[config.mk]
export PLATFORM = sky130hd
export DESIGN_NAME = button_debouncer_flat
export DESIGN_NICKNAME = d
export VERILOG_FILES = /design/src/rtl/button_debouncer_pkg.sv /design/src/rtl/button_debouncer_if.sv /design/src/rtl/button_debouncer_sync.sv /design/src/rtl/button_debouncer.sv /design/src/flat_wrapper.sv
export SDC_FILE = /design/constraint.sdc
export NUM_CORES = 1
export LEC_CHECK = 0
export ABC_CLOCK_PERIOD_IN_PS = 3600
export BUFFER_PORTS_ARGS = -buffer_cell sky130_fd_sc_hd__clkbuf_2
export CAP_MARGIN = 20
export CORE_ASPECT_RATIO = 1.75
export CORE_MARGIN = 5
export CORE_UTILIZATION = 49
export CTS_CLUSTER_DIAMETER = 40
export CTS_CLUSTER_SIZE = 25
export DETAILED_ROUTE_END_ITERATION = 8
export MAX_ROUTING_LAYER = met4
export PLACE_DENSITY = 0.68
export SLEW_MARGIN = 20
export SYNTH_ARGS = -nofsm -noshare
export SYNTH_HDL_FRONTEND = slang
export SYNTH_SLANG_ARGS = --single-unit
[constraint.sdc]
create_clock -name clock -period 3.6 [get_ports clock]
set_input_delay 1.08 -clock clock [delete_from_list [all_inputs] [get_ports clock]]
set_output_delay 1.08 -clock clock [all_outputs]
set_load 0.01 [all_outputs]
[src/rtl/button_debouncer_pkg.sv]
// rtl/button_debouncer_pkg.sv - FSM state encodings and default timing constants for the button debouncer
package button_debouncer_pkg;

    typedef enum logic [1:0] {
        IDLE         = 2'd0,
        PRESS_WAIT   = 2'd1,
        HELD         = 2'd2,
        RELEASE_WAIT = 2'd3
    } state_t;

    // 10 ms and 1 s at a 100 MHz system clock
    localparam int DEFAULT_STABLE_CYCLES = 1_000_000;
    localparam int DEFAULT_LONG_CYCLES   = 100_000_000;

    // HELD and RELEASE_WAIT both report the button as pressed
    function automatic logic is_pressed_state(input state_t s);
        return (s == HELD) || (s == RELEASE_WAIT);
    endfunction

endpackage

[src/rtl/button_debouncer_if.sv]
// rtl/button_debouncer_if.sv - raw button input and debounced outputs grouped as one bundle
interface button_debouncer_if;

    logic       button;
    logic       level;
    logic       press;
    logic       release_strobe;
    logic [7:0] press_count;
    logic       long_press;

    modport master (
        input  button,
        output level,
        output press,
        output release_strobe,
        output press_count,
        output long_press
    );

    modport slave (
        output button,
        input  level,
        input  press,
        input  release_strobe,
        input  press_count,
        input  long_press
    );

endinterface

[src/rtl/button_debouncer_sync.sv]
// rtl/button_debouncer_sync.sv - reusable two-flop synchroniser resetting to 0
module sync_2ff (
    input  logic clock,
    input  logic reset,
    input  logic d,
    output logic q
);

    logic meta;

    always_ff @(posedge clock) begin
        if (reset) begin
            meta <= 1'b0;
            q    <= 1'b0;
        end else begin
            meta <= d;
            q    <= meta;
        end
    end

endmodule

[src/rtl/button_debouncer.sv]
// rtl/button_debouncer.sv - button debouncer top; BUTTON_DEBOUNCER_LONG_PRESS_EN enables the long-press strobe
module button_debouncer
    import button_debouncer_pkg::*;
#(
    parameter int STABLE_CYCLES = DEFAULT_STABLE_CYCLES,
    parameter int LONG_CYCLES   = DEFAULT_LONG_CYCLES,
    parameter bit ACTIVE_LOW    = 1'b0
) (
    input  logic                clock,
    input  logic                reset,
    button_debouncer_if.master  bus
);

    localparam int CW = $clog2(STABLE_CYCLES + 1);

    if (STABLE_CYCLES < 2) begin : g_bad_stable_cycles
        $error("STABLE_CYCLES must be at least 2");
    end
    if (LONG_CYCLES <= STABLE_CYCLES) begin : g_bad_long_cycles
        $error("LONG_CYCLES must exceed STABLE_CYCLES");
    end

    logic          pressed_raw;
    logic          s;
    state_t        state, state_next;
    logic [CW-1:0] cnt, cnt_next;
    logic          press_next, release_next;
    logic          press_q, release_q;
    logic [7:0]    count;

    assign pressed_raw = ACTIVE_LOW ? ~bus.button : bus.button;

    sync_2ff u_sync (
        .clock (clock),
        .reset (reset),
        .d     (pressed_raw),
        .q     (s)
    );

    always_ff @(posedge clock) begin
        if (reset) begin
            state     <= IDLE;
            cnt       <= '0;
            press_q   <= 1'b0;
            release_q <= 1'b0;
            count     <= 8'd0;
        end else begin
            state     <= state_next;
            cnt       <= cnt_next;
            press_q   <= press_next;
            release_q <= release_next;
            if (press_next) begin
                count <= count + 8'd1;
            end
        end
    end

    // cnt holds the number of consecutive samples that already agree with the pending change
    always_comb begin
        state_next   = state;
        cnt_next     = cnt;
        press_next   = 1'b0;
        release_next = 1'b0;
        case (state)
            IDLE: begin
                if (s) begin
                    state_next = PRESS_WAIT;
                    cnt_next   = CW'(1);
                end
            end
            PRESS_WAIT: begin
                if (!s) begin
                    state_next = IDLE;
                    cnt_next   = '0;
                end else if (cnt == CW'(STABLE_CYCLES - 1)) begin
                    state_next = HELD;
                    cnt_next   = '0;
                    press_next = 1'b1;
                end else begin
                    cnt_next = cnt + CW'(1);
                end
            end
            HELD: begin
                if (!s) begin
                    state_next = RELEASE_WAIT;
                    cnt_next   = CW'(1);
                end
            end
            RELEASE_WAIT: begin
                if (s) begin
                    state_next = HELD;
                    cnt_next   = '0;
                end else if (cnt == CW'(STABLE_CYCLES - 1)) begin
                    state_next   = IDLE;
                    cnt_next     = '0;
                    release_next = 1'b1;
                end else begin
                    cnt_next = cnt + CW'(1);
                end
            end
            default: begin
                state_next = IDLE;
                cnt_next   = '0;
            end
        endcase
    end

    assign bus.level          = is_pressed_state(state);
    assign bus.press          = press_q;
    assign bus.release_strobe = release_q;
    assign bus.press_count    = count;

`ifdef BUTTON_DEBOUNCER_LONG_PRESS_EN
    localparam int HW = $clog2(LONG_CYCLES + 1);

    logic [HW-1:0] hold;
    logic          long_q;

    // hold saturates at LONG_CYCLES so the strobe cannot repeat within one hold
    always_ff @(posedge clock) begin
        if (reset) begin
            hold   <= '0;
            long_q <= 1'b0;
        end else begin
            long_q <= is_pressed_state(state) && (hold == HW'(LONG_CYCLES - 1));
            if (press_next || (state_next == IDLE)) begin
                hold <= '0;
            end else if (is_pressed_state(state) && (hold != HW'(LONG_CYCLES))) begin
                hold <= hold + HW'(1);
            end
        end
    end

    assign bus.long_press = long_q;
`else
    assign bus.long_press = 1'b0;
`endif

endmodule

[src/flat_wrapper.sv]
// flat-port wrapper written by rule: the top's interface ports become plain ports
module button_debouncer_flat import button_debouncer_pkg::*;
#(
    parameter int STABLE_CYCLES = DEFAULT_STABLE_CYCLES,
    parameter int LONG_CYCLES   = DEFAULT_LONG_CYCLES,
    parameter bit ACTIVE_LOW    = 1'b0
)
  (clock, reset, bus_button, bus_level, bus_press, bus_release_strobe, bus_press_count, bus_long_press);
  button_debouncer_if bus_i ();
  input  logic clock;
  input  logic reset;
  input wire logic [$bits(bus_i.button)-1:0] bus_button;
  output wire logic [$bits(bus_i.level)-1:0] bus_level;
  output wire logic [$bits(bus_i.press)-1:0] bus_press;
  output wire logic [$bits(bus_i.release_strobe)-1:0] bus_release_strobe;
  output wire logic [$bits(bus_i.press_count)-1:0] bus_press_count;
  output wire logic [$bits(bus_i.long_press)-1:0] bus_long_press;
  assign bus_i.button = bus_button;
  assign bus_level = bus_i.level;
  assign bus_press = bus_i.press;
  assign bus_release_strobe = bus_i.release_strobe;
  assign bus_press_count = bus_i.press_count;
  assign bus_long_press = bus_i.long_press;
  button_debouncer #(.STABLE_CYCLES(STABLE_CYCLES), .LONG_CYCLES(LONG_CYCLES), .ACTIVE_LOW(ACTIVE_LOW)) u_core (.clock(clock), .reset(reset), .bus(bus_i));
endmodule
==> impl_results.md <==
- Met1 Use GR: a little under a fifth
- Worst Setup End Kind: flip-flop
- RSZ-0062 raised after global routing: false
- Routed Antenna Nets: 0
- Most frequent cells in the layout: dfxtp_1, nand3_1, nand2_1
- Die Y: between 80 and 90 um
- Status: completed
- # IOs: 15
- Post-Syn Area: between 1500 and 2000 um^2
- Logic pwr share: roughly 3.0%
- Clk sink count: 34
- Max_cap viols: 0
- Aggregate routed wire length: between 3 and 4 mm
- Post-Syn Instances: about 200
- Final max-slew violation count: 0
- First-pass GRT wire length: 6.44 mm
- Setup Fix Bufs, Post-CTS: 0
- Sequential-to-total area share from yosys stat: approximately two fifths
- Placed cell areas: between 1500 and 2000 um^2
- Clock skew: around 5.5 ps
- Sum Neg Setup Slack: 0 ps
- Die Span X: between 50 and 60 um
- Worst Slack Setup Final: between 1000 and 1500 ps
- Max incr delay on CP: ~670 ps
- Starting Density: 50.0%
- Crit path kind: flip-flop to flip-flop
- Tot Pwr: roughly 660 uW
- Final Hold Viols: 0
- CTS Buffer Depth: 2
- CP arrival: 2590 ps
- Cell Chain, Critical Path: ha_1 > nand3_1 > nor4_4 > nand3_4 > or3_1 > a21oi_1
- Least-Margin Pin Slew: around 620 ps
- Detail Placement HPWL: 2.75 mm
- Cell variety after synth: 45
- Slowest stage cell, crit path: nor4_4
- Fin crit period: approximately 2400 ps
- Critical Path Start Type: flip-flop
- LEAKAGE: slightly above 0.0006 uW
- RePlAce Congestion: approximately 0.9
- Post-Layout Inst Area: around 1800 um^2
- Core area: 3360 um^2
- Worst VDD drop: roughly 0.34 mV
- Final setup vio count: 0
- Drt pass-1 iters: 4
- P per Cell Area: about 360 nW/um^2
- Clock share of power: approximately two fifths
- Hold buffers post-CTS: 0
- PostCTS Resize Cnt: 0
- Commonest non-fill, non-tap cell in the layout: dfxtp_1
- Synth Register Bits: 34
- Congestion Overflow GR: 0
- Largest net degree at the start of global routing: 22
- Syn_nets: slightly above 200
- Routed WL per cell: ~14 um
- Hold Path Stages: 1
- Via count: 1,489
- Req. time, crit path: approximately 3800 ps
- Initial antenna violation count: 0
- Slew margin rel.: roughly three fifths
- M2 GR Usage: about a third
- R2R cell count: 6
- Sw Ratio: 21.4%
- Clock tree from TritonCTS: done
- Core Rows: 28
- Fraction of layout cells with a size suffix above 1: a little over an eighth
- Hold path endpoint: u_core.u_sync.q
- P&R area growth vs syn: 9.90%
- Clock Latency Late Sink: 280 ps
- Sw power: 141 uW
- Worst r2r dst: u_core.bus.press_count[3]
- FMAX: 0.419 GHz
- Hold path start: u_core.u_sync.meta
- Power Internal: approximately 520 uW
- Placement Setup Slack: around 1100 ps
- Worst-path clk slew: about 60 ps
- Die area: approximately 4700 um^2
- Crit-path max FO: 8
- Hold Path Class: flip-flop to flip-flop
- Gr busiest metal: met2
- Ant diodes: 0
- M3 GR Usage: 4.29%
- PortBufs: 13
- Iter 0 DRT Violations: 27
- Layout Utilization: between 50% and 60%
- Total GRT Usage: around a fifth
- Root buffer cell: clkbuf_8
- WP buf/inv: 0
- Flop-to-flop setup slack: 1210 ps
- Final period utilization: 66.3%
- Worst path top cell family by delay: simple AND/OR/NAND/NOR gates
- R2r startpoint: u_core.cnt[0]
- Yosys warning total: 0
- H-tree levels: 2
- DR DRC count: 0
- Final net count: between 200 and 250
- Mean post-synth cell area: roughly 8.3 um^2
- Vias in the first global route: about 1,500
- Reg power frac: 57.9%
- Total CTS buffers: 5
- Vias/cell: around 5.7
==> kinds of logic (layout without fill, tap and decap cells) <==
kind of cell    count (synthesis)  count (layout)  share of synthesized area (%)
simple gates                   99              99                           33.5
compound gates                 40              40                           14.5
flops                          34              34                           40.5
buf+inv                        16              28                           4.39
xor+xnor                        7               7                           3.65
mux                             3               3                           1.79
fa+ha+maj                       2               2                           1.49
other cells                     1               1                          0.223
==> power groups by stage <==
stage                     sequential (uW)  clock (uW)  combinational (uW)
final                                 382         257                19.9
after global routing                  382         285                22.3
after CTS                             382         263                19.7
after detailed placement              390           0                19.5
after global placement                390           0                19.2
after floorplan                       390           0                14.8
==> cell usage after synthesis, drive strengths merged <==
| library cell | instances | share of area (%) |
|---|---|---|
| o311ai | 2 | 1.0 |
| or3b | 1 | 0.52 |
| a31oi | 7 | 2.6 |
| o21a | 1 | 0.45 |
| nor3 | 5 | 1.5 |
| o211ai | 1 | 0.45 |
| nand4 | 10 | 3.7 |
| nand2b | 2 | 0.74 |
| xor2 | 5 | 2.6 |
| or4 | 2 | 1.1 |
| a41oi | 1 | 0.52 |
| or4bb | 1 | 0.67 |
| inv | 6 | 1.3 |
| nand3b | 1 | 0.45 |
| nor2b | 2 | 0.74 |
| and3 | 1 | 0.45 |
| nor2 | 17 | 3.8 |
| conb | 1 | 0.22 |
| nor4b | 2 | 1.9 |
| xnor2 | 2 | 1.0 |
| a211o | 1 | 0.60 |
| mux2i | 3 | 1.8 |
| ha | 2 | 1.5 |
| nand3 | 21 | 7.0 |
| and3b | 1 | 0.52 |
| nor4 | 2 | 1.6 |
| o21ai | 9 | 2.7 |
| buf | 4 | 1.7 |
| a21oi | 13 | 3.9 |
| a22oi | 1 | 0.45 |
| nand2 | 20 | 4.5 |
| a211oi | 2 | 0.89 |
| a21o | 2 | 0.97 |
| clkbuf | 6 | 1.3 |
| or3 | 10 | 3.7 |
| dfxtp | 34 | 40 |
| nand4b | 1 | 0.52 |
==> stage by stage <==
stage / hold slack (ps) / std cells
3_5_place_dp: 449 / 252
6_report: 459 / 259
4_1_cts: 464 / 259
3_3_place_gp: 435 / 252
5_1_grt: 475 / 259
2_1_floorplan: 414 / 202
==> worst max-delay path by stage <==
stage	start	to	slack (ps)	cells past startpoint
detailed placement	reset	u_core.cnt[19]	1150	4
finish	u_core.cnt[0]	u_core.bus.press_count[3]	1210	6
global placement	reset	u_core.cnt[19]	1150	4
CTS	u_core.cnt[0]	u_core.bus.press_count[3]	1210	6
floorplan	reset	u_core.cnt[17]	1540	5
global route	u_core.cnt[0]	u_core.bus.press_count[4]	1010	6
==> sequential cells by signal, summed over array words and instances (netlist names), named ones only <==
| name | cells |
|---|---|
| u_core.bus.press | 1 |
| u_core.bus.press_count | 8 |
| u_core.bus.release_strobe | 1 |
| u_core.cnt | 20 |
| u_core.state | 1 |
| u_core.u_sync.meta | 1 |
| u_core.u_sync.q | 1 |
==> final cells by class <==
| cell class | count | area [um^2] |
|---|---|---|
| clock buffers | 7 | 76.3 |
| repair buffers | 15 | 80.1 |
| flip-flops and latches | 34 | 681 |
| fillers | 354 | 1520 |
| multi-input cells | 152 | 932 |
| inverters | 6 | 22.5 |
| well taps | 45 | 56.3 |
==> layer usage <==
metal  vias up  routed length (um)
li1        753                   -
met1       701                1500
met2        28                2000
met3         7                 102
met4         0                  74
met5         -                   0
==> worst reg2reg max path: cells and delay by family, from the launching register on <==
family / cells / cell delay, ps
flops: 1 / 410
fa+ha+maj: 1 / 210
simple gates: 4 / 1550
compound gates: 1 / 150
Power figures use the tool's default switching activity.
